**src/rtl/btn_debounce_pkg.sv**
```systemverilog
// rtl/btn_debounce_pkg.sv - shared types and constants for the four-channel button debouncer
//
// Contents:
//   ch_state_t    per-channel debounce state
//   SEL_RESET     btn_sel value after reset (channel 0 selected)
//   REPEAT_FIRST  ticks from acceptance to the first auto-repeat pulse
//   REPEAT_NEXT   ticks between subsequent auto-repeat pulses
//   sel_code()    one-cold selection word for the lowest pressed channel

package btn_debounce_pkg;

  typedef enum logic [1:0] {
    RELEASED    = 2'd0,
    PRESS_CHK   = 2'd1,
    PRESSED     = 2'd2,
    RELEASE_CHK = 2'd3
  } ch_state_t;

  localparam logic [3:0]  SEL_RESET    = 4'b1110;
  localparam int unsigned REPEAT_FIRST = 500;
  localparam int unsigned REPEAT_NEXT  = 100;
  localparam int          REPEAT_W     = 9;

  // Walk from the top index down so the lowest set bit wins.
  function automatic logic [3:0] sel_code(input logic [3:0] press);
    logic [3:0] one;
    logic [3:0] code;
    one  = 4'b0001;
    code = SEL_RESET;
    for (int i = 3; i >= 0; i--) begin
      if (press[i]) code = ~(one << i);
    end
    return code;
  endfunction

endpackage

```
**src/rtl/btn_debounce_if.sv**
```systemverilog
// rtl/btn_debounce_if.sv - button bundle between the pad side and the debouncer
//
// Signals:
//   btn_raw    raw pushbuttons, active-low, asynchronous
//   btn_db     debounced levels, active-low
//   btn_press  one-cycle press pulses, active-high
//   btn_sel    latched one-cold code of the last accepted press
// Modports:
//   master  drives btn_raw, observes the debounced outputs
//   slave   the debouncer itself

interface btn_debounce_if;
  logic [3:0] btn_raw;
  logic [3:0] btn_db;
  logic [3:0] btn_press;
  logic [3:0] btn_sel;

  modport master (output btn_raw, input btn_db, input btn_press, input btn_sel);
  modport slave  (input btn_raw, output btn_db, output btn_press, output btn_sel);
endinterface

```
**src/rtl/btn_debounce_ch.sv**
```systemverilog
// rtl/btn_debounce_ch.sv - one debounce channel: synchroniser, state machine, stability counter
//
// Ports:
//   CLK    system clock, rising edge
//   RST    synchronous active-high reset
//   tick   one-cycle sample strobe from the shared prescaler
//   raw    raw button, active-low, asynchronous
//   db     debounced level, active-low, registered
//   press  one-cycle pulse after the tick that accepts a press
// Build option: BTN_DEBOUNCE_AUTOREPEAT_EN adds auto-repeat pulses while held.

module btn_debounce_ch
  import btn_debounce_pkg::*;
#(
  parameter int STABLE_TICKS = 20
) (
  input  logic CLK,
  input  logic RST,
  input  logic tick,
  input  logic raw,
  output logic db,
  output logic press
);

  localparam logic [7:0] STABLE = 8'(STABLE_TICKS);

  logic      sync_1;
  logic      sync_2;
  ch_state_t state;
  ch_state_t state_nxt;
  logic [7:0] cnt;
  logic [7:0] cnt_nxt;
  logic      accept;
  logic      press_nxt;

  always_ff @(posedge CLK) begin
    if (RST) begin
      sync_1 <= 1'b1;
      sync_2 <= 1'b1;
      state  <= RELEASED;
      cnt    <= 8'd0;
      db     <= 1'b1;
      press  <= 1'b0;
    end else begin
      sync_1 <= raw;
      sync_2 <= sync_1;
      state  <= state_nxt;
      cnt    <= cnt_nxt;
      // Decode from the next state so db lines up with the state register.
      db     <= !(state_nxt == PRESSED || state_nxt == RELEASE_CHK);
      press  <= press_nxt;
    end
  end

  always_comb begin
    state_nxt = state;
    cnt_nxt   = cnt;
    accept    = 1'b0;
    if (tick) begin
      case (state)
        RELEASED: begin
          if (!sync_2) begin
            cnt_nxt   = 8'd1;
            state_nxt = PRESS_CHK;
          end
        end
        PRESS_CHK: begin
          if (!sync_2) begin
            cnt_nxt = cnt + 8'd1;
            if (cnt_nxt == STABLE) begin
              state_nxt = PRESSED;
              accept    = 1'b1;
            end
          end else begin
            cnt_nxt   = 8'd0;
            state_nxt = RELEASED;
          end
        end
        PRESSED: begin
          if (sync_2) begin
            cnt_nxt   = 8'd1;
            state_nxt = RELEASE_CHK;
          end
        end
        RELEASE_CHK: begin
          if (sync_2) begin
            cnt_nxt = cnt + 8'd1;
            if (cnt_nxt == STABLE) state_nxt = RELEASED;
          end else begin
            cnt_nxt   = 8'd0;
            state_nxt = PRESSED;
          end
        end
        default: begin
          cnt_nxt   = 8'd0;
          state_nxt = RELEASED;
        end
      endcase
    end
  end

`ifdef BTN_DEBOUNCE_AUTOREPEAT_EN
  logic [REPEAT_W-1:0] rep_cnt;
  logic                rep_first_done;
  logic                rep_held;
  logic                rep_hit;

  // Only ticks that confirm the button is still down advance the repeat timer.
  assign rep_held = tick && (state == PRESSED) && !sync_2;
  assign rep_hit  = rep_held &&
                    ((rep_cnt + REPEAT_W'(1)) ==
                     (rep_first_done ? REPEAT_W'(REPEAT_NEXT) : REPEAT_W'(REPEAT_FIRST)));

  always_ff @(posedge CLK) begin
    if (RST || accept) begin
      rep_cnt        <= '0;
      rep_first_done <= 1'b0;
    end else if (rep_hit) begin
      rep_cnt        <= '0;
      rep_first_done <= 1'b1;
    end else if (rep_held) begin
      rep_cnt <= rep_cnt + REPEAT_W'(1);
    end
  end

  assign press_nxt = accept | rep_hit;
`else
  assign press_nxt = accept;
`endif

endmodule

```
**src/rtl/btn_debounce.sv**
```systemverilog
// rtl/btn_debounce.sv - four-channel pushbutton debouncer with press pulses and selection latch
//
// Ports:
//   CLK   system clock, rising edge
//   RST   synchronous active-high reset
//   bus   btn_debounce_if.slave: btn_raw in; btn_db, btn_press, btn_sel out
// Parameters:
//   TICK_DIV      CLK cycles per sample tick (2..2^20)
//   STABLE_TICKS  equal consecutive samples to accept a level change (2..255)
// Build option: BTN_DEBOUNCE_AUTOREPEAT_EN enables auto-repeat in each channel.

module btn_debounce
  import btn_debounce_pkg::*;
#(
  parameter int TICK_DIV     = 50000,
  parameter int STABLE_TICKS = 20
) (
  input  logic           CLK,
  input  logic           RST,
  btn_debounce_if.slave  bus
);

  localparam int PW = $clog2(TICK_DIV);

  logic [PW-1:0] presc;
  logic          tick;
  logic [3:0]    db;
  logic [3:0]    press;
  logic [3:0]    sel;

  // Tick is the last prescaler count, i.e. the cycle on which it wraps to 0.
  assign tick = (presc == PW'(TICK_DIV - 1));

  always_ff @(posedge CLK) begin
    if (RST) begin
      presc <= '0;
    end else if (tick) begin
      presc <= '0;
    end else begin
      presc <= presc + PW'(1);
    end
  end

  for (genvar i = 0; i < 4; i++) begin : g_ch
    btn_debounce_ch #(
      .STABLE_TICKS(STABLE_TICKS)
    ) u_ch (
      .CLK  (CLK),
      .RST  (RST),
      .tick (tick),
      .raw  (bus.btn_raw[i]),
      .db   (db[i]),
      .press(press[i])
    );
  end

  always_ff @(posedge CLK) begin
    if (RST) begin
      sel <= SEL_RESET;
    end else if (|press) begin
      sel <= sel_code(press);
    end
  end

  assign bus.btn_db    = db;
  assign bus.btn_press = press;
  assign bus.btn_sel   = sel;

endmodule

```
**src/flat_wrapper.sv**
```systemverilog
// flat-port wrapper written by rule: the top's interface ports become plain ports
module btn_debounce_flat import btn_debounce_pkg::*;
#(
  parameter int TICK_DIV     = 50000,
  parameter int STABLE_TICKS = 20
)
  (CLK, RST, bus_btn_raw, bus_btn_db, bus_btn_press, bus_btn_sel);
  btn_debounce_if bus_i ();
  input  logic CLK;
  input  logic RST;
  input wire logic [$bits(bus_i.btn_raw)-1:0] bus_btn_raw;
  output wire logic [$bits(bus_i.btn_db)-1:0] bus_btn_db;
  output wire logic [$bits(bus_i.btn_press)-1:0] bus_btn_press;
  output wire logic [$bits(bus_i.btn_sel)-1:0] bus_btn_sel;
  assign bus_i.btn_raw = bus_btn_raw;
  assign bus_btn_db = bus_i.btn_db;
  assign bus_btn_press = bus_i.btn_press;
  assign bus_btn_sel = bus_i.btn_sel;
  btn_debounce #(.TICK_DIV(TICK_DIV), .STABLE_TICKS(STABLE_TICKS)) u_core (.CLK(CLK), .RST(RST), .bus(bus_i));
endmodule
```
**config.mk**
```make
export PLATFORM = sky130hd
export DESIGN_NAME = btn_debounce_flat
export DESIGN_NICKNAME = d
export VERILOG_FILES = /design/src/rtl/btn_debounce_pkg.sv /design/src/rtl/btn_debounce_if.sv /design/src/rtl/btn_debounce_ch.sv /design/src/rtl/btn_debounce.sv /design/src/flat_wrapper.sv
export SDC_FILE = /design/constraint.sdc
export NUM_CORES = 1
export LEC_CHECK = 0
export ABC_AREA = 1
export BUFFER_PORTS_ARGS = -buffer_cell sky130_fd_sc_hd__clkbuf_2
export CAP_MARGIN = 20
export CORE_ASPECT_RATIO = 1.5
export CORE_MARGIN = 4
export CORE_UTILIZATION = 55
export DETAILED_ROUTE_END_ITERATION = 8
export PLACE_DENSITY = 0.78
export SETUP_SLACK_MARGIN = 0.5
export SLEW_MARGIN = 20
export SYNTH_ARGS = -nofsm -noshare
export SYNTH_HDL_FRONTEND = slang
export SYNTH_SLANG_ARGS = --single-unit
```
**constraint.sdc**
```tcl
create_clock -name CLK -period 4.2 [get_ports CLK]
set_input_delay 0 -clock CLK [delete_from_list [all_inputs] [get_ports CLK]]
set_output_delay 0 -clock CLK [all_outputs]
set_load 0.01 [all_outputs]
```
Yosys cells after proc, flatten, opt, wreduce, memory -nomap -nowiden --
Cells that the tools add are included.
Storage, ports and cells: output and inout port bits 12, bits of input ports 6, register bits after elaboration 76, word-level logic and storage cells 151
Operators by class: multiplexer cells 60, eq/ne operators 33, reductions and logical operators 22, bitwise gates (word level) 5, add/sub/neg operators 5
Operators by type and width (number):
- two-way mux 8 bit | 16
- one-hot mux 8 bit (4 select lines) | 4
- two-way mux 2 bit | 28
- adder 8 x 1 -> 8 bit, second input constant | 4
- == test 2 bit, second input constant | 16
- == test 8 x 5 -> 1 bit, second input constant | 4
- one-hot mux 2 bit (4 select lines) | 4
- OR reduction 4 bit | 5
- adder 16 x 1 -> 16 bit, second input constant | 1
- == test 16 bit, second input constant | 1
- two-way mux 4 bit | 4
- != test 2 bit, second input constant | 8
- AND reduction 3 bit | 4
- == test 2 x 1 -> 1 bit, second input constant | 4
- zero test 2 bit | 4
- inverter 1 bit | 5
- zero test 1 bit | 4
- logical OR 1 bit | 4
- two-way mux 1 bit | 4
- OR reduction 2 bit | 1

Logic depth before layout (Yosys ltp) --
depth in word-level cells 9, depth in mapped cells 12, depth with buffers taken out 12

Hierarchy --
A second synthesis with hierarchy kept.
Unflattened totals: cells, all modules 602, area total of the unflattened synthesis 4088.9 sq um
By module, submodules not included:
- btn_debounce_ch (u_core.g_ch[0].u_ch ...) | instances 3, cells an instance 112, area an instance 767.0 sq um, sequential area each 280.3 sq um
- btn_debounce | instances 1, cells an instance 147, area an instance 980.9 sq um, sequential area each 400.4 sq um
- btn_debounce_ch (u_core.g_ch[3].u_ch) | instances 1, cells an instance 119, area an instance 807.0 sq um, sequential area each 280.3 sq um

Worst setup path after synthesis --
Ideal clock, no wire load.
path kind reg-to-reg, from register u_core.presc[0], to register u_core.g_ch[2].u_ch.cnt[3], required time 4.084 ns, slack 2.659 ns, cell stages (with the launch flop) 9, period minus slack after synthesis 1.541 ns, arrival 1.424 ns, setup time 0.116 ns, path buffers 1, path through dfxtp_1 ha_1 nand3_2 nor2_2 inv_2 nor2_8 o21ai_2 buf_2 o211a_1
On the way: longest elaborated chain between the ends 2
RTL lines:
- start: declaration | line btn_debounce.sv:25 | logic [PW-1:0] presc;
- start signal: assignment | line btn_debounce.sv:40 | presc <= presc + PW'(1);
- == test 16 bit | line btn_debounce.sv:32 | assign tick = (presc == PW'(TICK_DIV - 1));
- AND reduction 3 bit (no source line)
- end signal: assignment | line btn_debounce_ch.sv:48 | cnt <= cnt_nxt;
- end: declaration | line btn_debounce_ch.sv:31 | logic [7:0] cnt;
No other way between the ends. A chain may end at the register's enable or synchronous reset.

Final worst setup path --
from register u_core.presc[0], to register u_core.g_ch[2].u_ch.state[0]
On the way: longest elaborated chain between the ends 2
RTL lines:
- == test 16 bit | line btn_debounce.sv:32
- two-way mux 2 bit | line btn_debounce_ch.sv:59 | if (tick) begin
- end signal: assignment | line btn_debounce_ch.sv:47 | state <= state_nxt;
- end: declaration | line btn_debounce_ch.sv:29 | ch_state_t state;
No other way between the ends.

==> reports/qor.tcl <==
set qor(antenna_cells) 0
set qor(period_needed_ps) 2490
set qor(postSynthNetCount) 594
set qor(max-slew-margin-rel) 0.515
set qor(reported_max_cap_violation_count) 0
set qor(grt_pass1_vias) 3440
set qor(worst_clock_skew_ps) 9.97
set qor(remaining_drc_errors) 0
set qor(placed_wire_length_estimate_um) 5870
set qor(cts.htree.levels) 3
set qor(synth-edff-count) 0
set qor(drt-initial-drc-count) 134
set qor(filler_cell_count) 660
set qor(crit_path_start_kind) {flip-flop}
set qor(routed_wirelength_um) 7890
set qor(global_route_wire_length_before_repair_um) 14100
set qor(syn_area_per_cell_um2) 6.87
set qor(grt_overflow_total) 0
set qor(x_dimension_of_the_die_um) 77.4
set qor(part_of_the_power_in_registers) 0.536
set qor(finish.net_count) 608
set qor(comb_power_share) 0.023
set qor(cts_buffers) 9
set qor(initial_utilization) 0.573
set qor(timing.final.max_slew_violations) 0
set qor(via_per_inst) 5.32
set qor(fp.dieArea_mm2) 0.00868
set qor(area_of_the_multi_input_gates_mm2) 0.00209
set qor(ys.warnings.count) 0
set qor(ioPinCount) 18
set qor(via_count) 3598
set qor(drt-wirelength-per-cell_um) 11.7
set qor(hold_buffers) 4
set qor(unrepaired_setup_endpoints_after_global_routing) {no}
set qor(cts_root_buf) {clkbuf_8}
set qor(final-instance-count-excl-fill) 676
set qor(drt-pass1-iter-count) 4
set qor(synthArstFlopShare) 0
set qor(critical_path_buf_inv_count) 0
set qor(cts.sinks) 76
set qor(core_mm2) 0.00694
set qor(setup.worst_path.end_class) {flip-flop}
set qor(place_congestion) 0.815
set qor(min_period_over_period) 0.593
set qor(ir_worst_vdd_v) 0.000216
set qor(port-buffer-count) 17
set qor(final_core_utilization) 0.620
set qor(cts_max_path_buffers) 2
set qor(crit_path_max_fanout) 19
set qor(synth_cell_type_count) 39
set qor(max_slew.worst_pin.slew_ps) 728
set qor(post_cts.resized_instances) 0
set qor(timing.critical_path.cells) {ha_1 -> nand3_2 -> nor2_2 -> nand4_1 -> nand2_1 -> o21ai_0}
set qor(clkPwrFrac) 0.441
set qor(internal_portion_of_total_power_mw) 1.07
set qor(power_switching_uw) 291
set qor(ys_seq_area_frac) 0.383
set qor(power_density_mw_per_mm2) 316
set qor(chipHeight_um) 112
set qor(power.static_leakage_nw) 1.71
set qor(total_power_draw_mw) 1.36
set qor(finish.instance_area_mm2) 0.00430
set qor(post_route_cells_drive_above_1_share) 0.102
set qor(clk_pin_slew_ps) 80
set qor(cp.required_ps) 4410
set qor(achievable-frequency_mhz) 402
set qor(worst_hold_path_type) {in2reg}
set qor(worst_path_dominant_cell_family) {simple AND/OR/NAND/NOR gates}
set qor(outcome) {complete, no violations}
set qor(finalHoldViolations) 0
set qor(critical_path.max_stage_delay_ps) 760
set qor(post_synth_inst_count) 579
set qor(ys_seq_elements) 76
set qor(global_route.usage.total) 0.195
set qor(area.growth.synth_to_final_pct) 8.21
set qor(setup_viol) 0
set qor(number_of_antenna_violations_at_the_first_check_in_global_routing) 0
set qor(p_sw_frac) 0.214
set qor(cts_tree) {built}
set qor(insertion_delay_ps) 350
set qor(netlist_area_mm2) 0.00398
set qor(reg2reg_setup_slack_ps) 1710
set qor(synth-main-ff-cell) {dfxtp_1}
set qor(dp.cells) 656
set qor(post_cts_buffers) 0
set qor(fp-row-count) 37
set qor(timing_worst_setup_path_type) {reg2reg}
set qor(fin_setup_tns_ps) 0
set qor(drt.antenna.violating_nets) 0
set qor(grt_max_degree) 35
set qor(ff_latch_area_mm2) 0.00152
set qor(cp_slowest_cell) {nand2_1}
set qor(cp_data_arrival_time_ps) 2700
set qor(placed_area_mm2) 0.00405
## area by class of cell
type	count	share of cell area
Clock buffer	9	0.0288
Clock inverter	7	0.0212
Inverter	66	0.0576
Multi-Input combinational cell	418	0.485
Sequential cell	76	0.354
Tap cell	78	0.0227
Timing Repair Buffer	22	0.0308
## flip-flops by register name, summed over array words and instances, names as in the netlist
signal and flops:
u_core.g_ch.u_ch.cnt 32, u_core.presc 16, u_core.g_ch.u_ch.state 8, u_core.bus.btn_sel 4
u_core.g_ch.u_ch.db 4, u_core.g_ch.u_ch.press 4, u_core.g_ch.u_ch.sync_1 4, u_core.g_ch.u_ch.sync_2 4
## cell usage in the layout (no fill, tap or decap), types with 2 or more instances in the layout
| cell type | synthesis | layout |
|---|---|---|
| nand2_1 | 158 | 158 |
| dfxtp_1 | 76 | 76 |
| nor2_1 | 73 | 73 |
| inv_1 | 63 | 63 |
| nand3_1 | 38 | 38 |
| a21oi_1 | 32 | 32 |
| nor3_1 | 19 | 19 |
| clkbuf_2 | 1 | 17 |
| o21ai_0 | 15 | 15 |
| nand4_1 | 14 | 14 |
| xor2_1 | 9 | 9 |
| or2_2 | 9 | 9 |
| ha_1 | 9 | 9 |
| clkbuf_8 | 0 | 9 |
| o211a_1 | 6 | 6 |
| dlygate4sd3_1 | 0 | 4 |
| nand3b_1 | 3 | 3 |
| nor2_2 | 3 | 3 |
| nor2_4 | 3 | 3 |
| xnor2_1 | 3 | 3 |
| o21ai_2 | 3 | 3 |
| clkinv_2 | 0 | 3 |
| nand3_2 | 2 | 2 |
| inv_2 | 2 | 2 |
| nand2_2 | 2 | 2 |
| nor3b_1 | 2 | 2 |
| nor4_1 | 2 | 2 |
| o21bai_1 | 2 | 2 |
| o21ai_1 | 2 | 2 |
| a211oi_1 | 2 | 2 |
| bufinv_16 | 0 | 2 |
## routing by layer
layer  vias up  share of wire  global-route usage
li1       1883              -                   -
met1      1631           0.43               0.219
met2        63           0.51               0.346
met3        21          0.031              0.0385
met4         0          0.025              0.0998
met5         -              0                   0
## cell families after synthesis
logic type | synth area share
compound gates | 0.0960
simple gates | 0.374
fa+ha+maj | 0.0283
xor+xnor | 0.0264
buf+inv | 0.0922
flops | 0.383
## per-stage QoR
step	setup WS (ps)	hold WS (ps)
4_1_cts	1680	330
2_1_floorplan	2660	104
5_1_grt	1470	382
3_5_place_dp	1700	189
3_3_place_gp	1800	188
6_report	1710	322
## power by group through the flow
stage | registers, mW | clock network, mW | logic (mW)
floorplan | 0.746 | 0 | 0.0210
global placement | 0.747 | 0 | 0.0274
detailed placement | 0.747 | 0 | 0.0281
CTS | 0.730 | 0.617 | 0.0314
global route | 0.731 | 0.649 | 0.0347
finish | 0.730 | 0.600 | 0.0306
## synth_stat cells, types with 2 or more instances
cell | count | area share
xor2_1 | 9 | 0.020
o21ai_2 | 3 | 0.0066
o21bai_1 | 2 | 0.0038
nor4_1 | 2 | 0.0031
o21ai_1 | 2 | 0.0025
o211a_1 | 6 | 0.015
or2_2 | 9 | 0.014
buf_2 | 4 | 0.0050
dfxtp_1 | 76 | 0.38
xnor2_1 | 3 | 0.0066
buf_4 | 8 | 0.015
ha_1 | 9 | 0.028
nand3_2 | 2 | 0.0050
inv_2 | 2 | 0.0019
inv_1 | 63 | 0.059
nor3b_1 | 2 | 0.0038
nor2_4 | 3 | 0.0085
nor2_1 | 73 | 0.069
nor2_2 | 3 | 0.0047
nand3_1 | 38 | 0.048
nand4_1 | 14 | 0.022
a21oi_1 | 32 | 0.040
a211oi_1 | 2 | 0.0038
o21ai_0 | 15 | 0.019
nand2_2 | 2 | 0.0031
nand2_1 | 158 | 0.15
clkbuf_1 | 5 | 0.0047
nand3b_1 | 3 | 0.0057
nor3_1 | 19 | 0.024
## final timing paths
path,endpoint,cells past startpoint,startpoint
min reg2reg,u_core.g_ch[1].u_ch.sync_2,1,u_core.g_ch[1].u_ch.sync_1
min,u_core.g_ch[3].u_ch.cnt[1],2,RST
max,u_core.g_ch[2].u_ch.state[0],6,u_core.presc[0]
max reg2reg,u_core.g_ch[2].u_ch.state[0],6,u_core.presc[0]
Power figures use the tool's default switching activity.
